$ cat src/rtl/uart_echo_bridge_if.sv
// Word-stream bundle between the UART RX/TX modules and the echo bridge.
interface uart_echo_bridge_if #(
  parameter int unsigned DATA_W = 8
);
  logic [DATA_W-1:0] rx_data;
  logic              rx_valid;
  logic [DATA_W-1:0] tx_data;
  logic              tx_valid;
  logic              tx_ready;

  // Bridge side: consumes RX strobes, offers words to TX.
  modport slave (
    input  rx_data,
    input  rx_valid,
    input  tx_ready,
    output tx_data,
    output tx_valid
  );

  // Serial-module side: produces RX strobes, accepts TX words.
  modport master (
    output rx_data,
    output rx_valid,
    output tx_ready,
    input  tx_data,
    input  tx_valid
  );
endinterface

$ cat src/rtl/uart_echo_bridge.sv
// UART echo bridge: buffers received words in a FIFO towards TX and decodes
// an in-band escape protocol for line mode, echo enable and overflow clear.
module uart_echo_bridge #(
  parameter int unsigned            DATA_W   = 8,
  parameter int unsigned            DEPTH    = 16,
  parameter int unsigned            MODE_W   = 4,
  parameter logic [MODE_W-1:0]      MODE_RST = MODE_W'(1),
  parameter logic [DATA_W-1:0]      ESC      = {DATA_W{1'b1}}
) (
  input  logic                     clk,
  input  logic                     reset,
  uart_echo_bridge_if.slave        bus,
  output logic [MODE_W-1:0]        mode,
  output logic                     echo_en,
  output logic                     esc_pending,
  output logic [$clog2(DEPTH):0]   fifo_count,
  output logic                     overflow
);

  localparam int unsigned PTR_W = $clog2(DEPTH);
  localparam int unsigned CNT_W = PTR_W + 1;

  localparam logic [DATA_W-1:0] CMD_ECHO_OFF = DATA_W'(8'hE0);
  localparam logic [DATA_W-1:0] CMD_ECHO_ON  = DATA_W'(8'hE1);
  localparam logic [DATA_W-1:0] CMD_OVF_CLR  = DATA_W'(8'hE2);

  logic [DATA_W-1:0] mem_q [DEPTH];
  logic [DATA_W-1:0] mem_d [DEPTH];
  logic [PTR_W-1:0]  wr_ptr_q, wr_ptr_d;
  logic [PTR_W-1:0]  rd_ptr_q, rd_ptr_d;
  logic [CNT_W-1:0]  count_q, count_d;
  logic [MODE_W-1:0] mode_q, mode_d;
  logic              echo_en_q, echo_en_d;
  logic              esc_q, esc_d;
  logic              overflow_q, overflow_d;

  logic              tx_valid_c;
  logic              full_c;
  logic              pop_c;
  logic              push_req_c;
  logic              push_c;
  logic              drop_c;
  logic              ovf_clr_c;

  // FIFO handshake qualifiers; a pop in the same cycle frees room for a push when full.
  always_comb begin
    tx_valid_c = (count_q != '0);
    full_c     = (count_q == CNT_W'(DEPTH));
    pop_c      = tx_valid_c & bus.tx_ready;
    push_req_c = bus.rx_valid & echo_en_q;
    push_c     = push_req_c & (~full_c | pop_c);
    drop_c     = push_req_c & full_c & ~pop_c;
  end

  // Command decoder and FIFO next-state.
  always_comb begin
    mode_d     = mode_q;
    echo_en_d  = echo_en_q;
    esc_d      = esc_q;
    ovf_clr_c  = 1'b0;
    wr_ptr_d   = wr_ptr_q;
    rd_ptr_d   = rd_ptr_q;
    count_d    = count_q;
    mem_d      = mem_q;

    if (bus.rx_valid) begin
      if (bus.rx_data == ESC) begin
        esc_d = 1'b1;
      end else begin
        esc_d = 1'b0;
        if (esc_q) begin
          if (bus.rx_data[DATA_W-1 -: 4] == 4'hF) begin
            mode_d = bus.rx_data[MODE_W-1:0];
          end else if (bus.rx_data == CMD_ECHO_OFF) begin
            echo_en_d = 1'b0;
          end else if (bus.rx_data == CMD_ECHO_ON) begin
            echo_en_d = 1'b1;
          end else if (bus.rx_data == CMD_OVF_CLR) begin
            ovf_clr_c = 1'b1;
          end
        end
      end
    end

    // A drop in the same cycle as a clear command wins, so no loss goes unreported.
    overflow_d = (overflow_q & ~ovf_clr_c) | drop_c;

    if (push_c) begin
      mem_d[wr_ptr_q] = bus.rx_data;
      wr_ptr_d        = wr_ptr_q + PTR_W'(1);
    end
    if (pop_c) begin
      rd_ptr_d = rd_ptr_q + PTR_W'(1);
    end
    case ({push_c, pop_c})
      2'b10:   count_d = count_q + CNT_W'(1);
      2'b01:   count_d = count_q - CNT_W'(1);
      default: count_d = count_q;
    endcase
  end

  // Control and pointer state with synchronous reset.
  always_ff @(posedge clk) begin
    if (reset) begin
      mode_q     <= MODE_RST;
      echo_en_q  <= 1'b1;
      esc_q      <= 1'b0;
      overflow_q <= 1'b0;
      wr_ptr_q   <= '0;
      rd_ptr_q   <= '0;
      count_q    <= '0;
    end else begin
      mode_q     <= mode_d;
      echo_en_q  <= echo_en_d;
      esc_q      <= esc_d;
      overflow_q <= overflow_d;
      wr_ptr_q   <= wr_ptr_d;
      rd_ptr_q   <= rd_ptr_d;
      count_q    <= count_d;
    end
  end

  // FIFO storage; contents are meaningless once pointers are reset, so no reset here.
  always_ff @(posedge clk) begin
    mem_q <= mem_d;
  end

  assign bus.tx_data  = mem_q[rd_ptr_q];
  assign bus.tx_valid = tx_valid_c;
  assign mode         = mode_q;
  assign echo_en      = echo_en_q;
  assign esc_pending  = esc_q;
  assign fifo_count   = count_q;
  assign overflow     = overflow_q;

endmodule
$ cat src/flat_wrapper.sv
// flat-port wrapper written by rule: the top's interface ports become plain ports
module uart_echo_bridge_flat 
#(
  parameter int unsigned            DATA_W   = 8,
  parameter int unsigned            DEPTH    = 16,
  parameter int unsigned            MODE_W   = 4,
  parameter logic [MODE_W-1:0]      MODE_RST = MODE_W'(1),
  parameter logic [DATA_W-1:0]      ESC      = {DATA_W{1'b1}}
)
  (clk, reset, mode, echo_en, esc_pending, fifo_count, overflow, bus_rx_data, bus_rx_valid, bus_tx_ready, bus_tx_data, bus_tx_valid);
  uart_echo_bridge_if #(.DATA_W(DATA_W)) bus_i ();
  input  logic clk;
  input  logic reset;
  output logic [MODE_W-1:0] mode;
  output logic echo_en;
  output logic esc_pending;
  output logic [$clog2(DEPTH):0] fifo_count;
  output logic overflow;
  input wire logic [$bits(bus_i.rx_data)-1:0] bus_rx_data;
  input wire logic [$bits(bus_i.rx_valid)-1:0] bus_rx_valid;
  input wire logic [$bits(bus_i.tx_ready)-1:0] bus_tx_ready;
  output wire logic [$bits(bus_i.tx_data)-1:0] bus_tx_data;
  output wire logic [$bits(bus_i.tx_valid)-1:0] bus_tx_valid;
  assign bus_i.rx_data = bus_rx_data;
  assign bus_i.rx_valid = bus_rx_valid;
  assign bus_i.tx_ready = bus_tx_ready;
  assign bus_tx_data = bus_i.tx_data;
  assign bus_tx_valid = bus_i.tx_valid;
  uart_echo_bridge #(.DATA_W(DATA_W), .DEPTH(DEPTH), .MODE_W(MODE_W), .MODE_RST(MODE_RST), .ESC(ESC)) u_core (.clk(clk), .reset(reset), .bus(bus_i), .mode(mode), .echo_en(echo_en), .esc_pending(esc_pending), .fifo_count(fifo_count), .overflow(overflow));
endmodule
$ cat config.mk
export PLATFORM = sky130hd
export DESIGN_NAME = uart_echo_bridge_flat
export DESIGN_NICKNAME = d
export VERILOG_FILES = /design/src/rtl/uart_echo_bridge_if.sv /design/src/rtl/uart_echo_bridge.sv /design/src/flat_wrapper.sv
export SDC_FILE = /design/constraint.sdc
export NUM_CORES = 1
export LEC_CHECK = 0
export ABC_AREA = 1
export ABC_CLOCK_PERIOD_IN_PS = 2700
export CORE_MARGIN = 1
export CORE_UTILIZATION = 50
export DETAILED_ROUTE_END_ITERATION = 10
export PLACE_DENSITY = 0.68
export SYNTH_ARGS = -nofsm -noshare
export SYNTH_HDL_FRONTEND = slang
export SYNTH_SLANG_ARGS = --single-unit
$ cat constraint.sdc
create_clock -name clk -period 2.7 [get_ports clk]
set_input_delay 0.405 -clock clk [delete_from_list [all_inputs] [get_ports clk]]
set_output_delay 0.405 -clock clk [all_outputs]
set_load 0.05 [all_outputs]
==> impl_metrics.xml <==
<?xml version="1.0" encoding="UTF-8"?>
<metrics>
  <group name="status">
    <metric name="status" unit="">finished clean</metric>
  </group>
  <group name="cts">
    <metric name="cts_sinks" unit="">148</metric>
    <metric name="cts_hold_buffers" unit="">0</metric>
    <metric name="cts_root_buf" unit="">clkbuf_16</metric>
    <metric name="cts.clk_slew.worst_paths" unit="ps">60</metric>
    <metric name="cts_buffer_depth" unit="">2</metric>
    <metric name="cts.repair_timing.setup_buffer_count" unit="">0</metric>
    <metric name="clk-insertion-delay-late" unit="ps">430</metric>
    <metric name="htree_levels" unit="">4</metric>
    <metric name="clock_tree_from_tritoncts" unit="">done</metric>
    <metric name="cts_inserted_buffers" unit="">17</metric>
  </group>
  <group name="timing">
    <metric name="finalWorstPathRequiredPeriod" unit="ps">2520</metric>
    <metric name="hold-worst-slack" unit="ps">470</metric>
    <metric name="rsz0062_at_grt" unit="">no</metric>
    <metric name="max_clock_freq" unit="MHz">396</metric>
    <metric name="setup_total_negative_slack" unit="ps">0</metric>
    <metric name="final.setup_skew" unit="ps">8.56</metric>
    <metric name="final-hold-violation-count" unit="">0</metric>
    <metric name="final_count_of_pins_violating_max_slew" unit="">0</metric>
    <metric name="max_slew_margin" unit="">0.645</metric>
    <metric name="timing.final.setup_violations" unit="">0</metric>
    <metric name="max_slew.worst_pin.slew" unit="ps">531</metric>
    <metric name="period_share" unit="">0.934</metric>
  </group>
  <group name="placed_design">
    <metric name="finalWeightedCongestion" unit="">0.793</metric>
    <metric name="io_buffers" unit="">32</metric>
    <metric name="place.detailed.hpwl" unit="µm">8650</metric>
  </group>
  <group name="setup_path">
    <metric name="crit-reg2reg-capture" unit="">u_core.fifo_count[4]</metric>
    <metric name="timing.reg2reg.setup_slack" unit="ps">360</metric>
    <metric name="req_time_crit_path" unit="ps">2300</metric>
    <metric name="r2r-start" unit="">u_core.fifo_count[1]</metric>
    <metric name="setup.worst_path.class" unit="">reg2out</metric>
    <metric name="crit_fanout" unit="">43</metric>
    <metric name="worst-endpoint-arrival" unit="ps">2120</metric>
    <metric name="endpoint_kind" unit="">output pin</metric>
    <metric name="timing.critical_path.from_type" unit="">flop</metric>
    <metric name="number_of_cells_on_the_worst_reg_to_reg_path" unit="">16</metric>
    <metric name="crit_start" unit="">u_core.rd_ptr_q[0]</metric>
    <metric name="timing.critical_path.to" unit="">bus_tx_data[1]</metric>
  </group>
  <group name="logic_synthesis">
    <metric name="synth_top_cell_area_share" unit="">0.621</metric>
    <metric name="post_syn_area_per_cell" unit="µm²">11.6</metric>
    <metric name="post_synth_inst_count" unit="">534</metric>
    <metric name="synth-main-ff-cell" unit="">edfxtp_1</metric>
    <metric name="largest_cells_by_area_after_synthesis" unit="">edfxtp_1 62%, nor2_1 6.5%, dfxtp_1 6.5%</metric>
    <metric name="synth_commonest_cells" unit="">128 x edfxtp_1, 107 x nor2_1, 70 x o21ai_0</metric>
    <metric name="synth_fp_nets" unit="">554</metric>
    <metric name="synth.lib_cells_used.distinct" unit="">27</metric>
    <metric name="async_reset_ff_frac" unit="">0</metric>
    <metric name="synth_seq_cells" unit="">148</metric>
    <metric name="synth_seq_area_share" unit="">0.686</metric>
    <metric name="synthesis.yosys.warnings" unit="">0</metric>
    <metric name="yosysTopAreaCell" unit="">edfxtp_1</metric>
    <metric name="synth-edff-count" unit="">128</metric>
    <metric name="yosys.cell_count.top_type" unit="">edfxtp_1</metric>
    <metric name="netlist_area" unit="µm²">6190</metric>
  </group>
  <group name="drt">
    <metric name="remaining_drc_errors" unit="">0</metric>
    <metric name="detail_route.wl_per_cell" unit="µm">17.7</metric>
    <metric name="detailed_router_iteration_count_before_antenna_repair" unit="">5</metric>
    <metric name="drt-initial-drc-count" unit="">432</metric>
    <metric name="final_antenna_net_count" unit="">0</metric>
    <metric name="detailroute.via_count" unit="">4214</metric>
    <metric name="wl" unit="µm">13600</metric>
    <metric name="drt-vias-per-instance" unit="">5.48</metric>
  </group>
  <group name="global_routing">
    <metric name="remaining_overflow_grt" unit="">0</metric>
    <metric name="via_count_of_the_first_global_routing_pass" unit="">4125</metric>
    <metric name="largest_net_degree_at_the_start_of_global_routing" unit="">68</metric>
    <metric name="grt_usage" unit="">0.228</metric>
    <metric name="global_route_wire_length_before_repair" unit="µm">21300</metric>
    <metric name="initial_antenna_violation_count" unit="">0</metric>
  </group>
  <group name="floorplan">
    <metric name="die-area" unit="µm²">12800</metric>
    <metric name="ios" unit="">33</metric>
    <metric name="std_cell_rows" unit="">40</metric>
    <metric name="initial_core_utilization" unit="">0.513</metric>
    <metric name="core-area" unit="µm²">12100</metric>
    <metric name="die_w" unit="µm">113</metric>
    <metric name="fp.dieH" unit="µm">113</metric>
  </group>
  <group name="run">
    <metric name="maxCapViolCount" unit="">0</metric>
  </group>
  <group name="pwr">
    <metric name="sequential_group_share_of_total_power" unit="">0.365</metric>
    <metric name="p_switching" unit="µW">2430</metric>
    <metric name="cellInternalPower" unit="µW">4850</metric>
    <metric name="p_leak" unit="µW">0.00266</metric>
    <metric name="p_sw_frac" unit="">0.334</metric>
    <metric name="ir_drop" unit="mV">0.796</metric>
    <metric name="p_clk_frac" unit="">0.333</metric>
    <metric name="power_density" unit="nW/µm²">976</metric>
    <metric name="power.combinational.fraction" unit="">0.302</metric>
  </group>
  <group name="finish">
    <metric name="fillerInstances" unit="">956</metric>
    <metric name="area.growth.synth_to_final" unit="%">20.6</metric>
    <metric name="drive_above_1_share" unit="">0.135</metric>
    <metric name="layout.nets" unit="">608</metric>
    <metric name="num_antenna_cells" unit="">0</metric>
  </group>
  <group name="min_path">
    <metric name="hold_class" unit="">reg2reg</metric>
    <metric name="hold_path_stages" unit="">2</metric>
  </group>
</metrics>
-- worst min-delay path by stage --
stage                    endpoint                from  slack [ps]
3_3_place_gp       u_core.mode[2]      u_core.mode[2]         460
5_1_grt            u_core.mode[2]      u_core.mode[2]         500
2_1_floorplan  u_core.wr_ptr_q[3]  u_core.wr_ptr_q[3]         470
4_1_cts            u_core.mode[1]      u_core.mode[1]         480
3_5_place_dp       u_core.mode[1]      u_core.mode[1]         470
6_report           u_core.mode[1]      u_core.mode[1]         470
-- logic make-up after synthesis --
group / share of synthesized area
DFF: 0.686
buffers and inverters: 0.0437
xor gates and xnor gates: 0.00707
adders and majority gates: 0.0162
and+or+nand+nor: 0.130
AOI/OAI and AO/OA: 0.117
-- metal layers --
layer	track usage	part of all wire
met1	0.293	0.43
met2	0.360	0.49
met5	0	0
met3	0.0600	0.056
met4	0.114	0.025
-- through the flow --
stage / utilization / cell area [µm²] / total power, µW / std cells / worst slack (ps)
final: 0.619 / 7460 / 7280 / 769 / 178
after CTS: 0.618 / 7460 / 7310 / 769 / 115
after global routing: 0.619 / 7460 / 7580 / 769 / 67.3
after floorplan: - / 6190 / 4170 / 534 / 0.257
after detailed placement: 0.568 / 6850 / 4890 / 737 / 192
after global placement: 0.568 / 6850 / 4840 / 737 / 254
-- cell usage in the layout, fill, tap and decap left out, drive strengths merged, types with 3 or more instances in the layout --
master | Yosys | routed
a21oi | 15 | 15
clkdlybuf4s50 | 0 | 24
dfxtp | 20 | 20
nor2 | 109 | 109
xor2 | 5 | 5
buf | 20 | 38
nand3 | 25 | 25
o211ai | 15 | 15
nand4 | 3 | 3
o21ai | 76 | 76
nand2 | 52 | 52
clkinvlp | 0 | 4
bufinv | 0 | 4
edfxtp | 128 | 128
inv | 27 | 28
clkbuf | 7 | 17
o221ai | 18 | 18
ha | 8 | 8
clkinv | 2 | 8
-- flip-flops by register name, summed over array words and instances (netlist names) --
register,count
u_core.mem_q,128
u_core.overflow,1
u_core.echo_en,1
u_core.rd_ptr_q,4
u_core.wr_ptr_q,4
u_core.esc_pending,1
u_core.fifo_count,5
u_core.mode,4
-- worst max-delay path, stage by stage, from the launching register on --
cell,delay [ps]
dfxtp_2,380
buf_4,400
o21ai_0,160
o221ai_1,240
nand3_1,130
nand2_1,190
buf_12,170
-- what timing repair did --
item | 4_1_cts | 5_1_grt
endpoints found under the setup margin | 0 | 4
gates resized for setup | 0 | 2
hold endpoints to repair | 0 | 0
-- power groups by stage --
| stage | combinational [µW] | clock, µW | sequential, µW |
|---|---|---|---|
| floorplan | 1370 | 0 | 2800 |
| CTS | 2200 | 2460 | 2650 |
| finish | 2200 | 2420 | 2660 |
| global route | 2380 | 2530 | 2670 |
| global placement | 2150 | 0 | 2700 |
| detailed placement | 2190 | 0 | 2700 |
-- area by class of cell --
type	instances	area, µm²	area share
clock buffer	17	425	0.0570
clock inverter	15	186	0.0250
inverter	29	120	0.0161
multi-input combinational	330	1680	0.224
sequential	148	4250	0.569
tap	168	210	0.0282
timing repair buffer	62	601	0.0805
No activity file was read; power rests on OpenSTA's default activity.
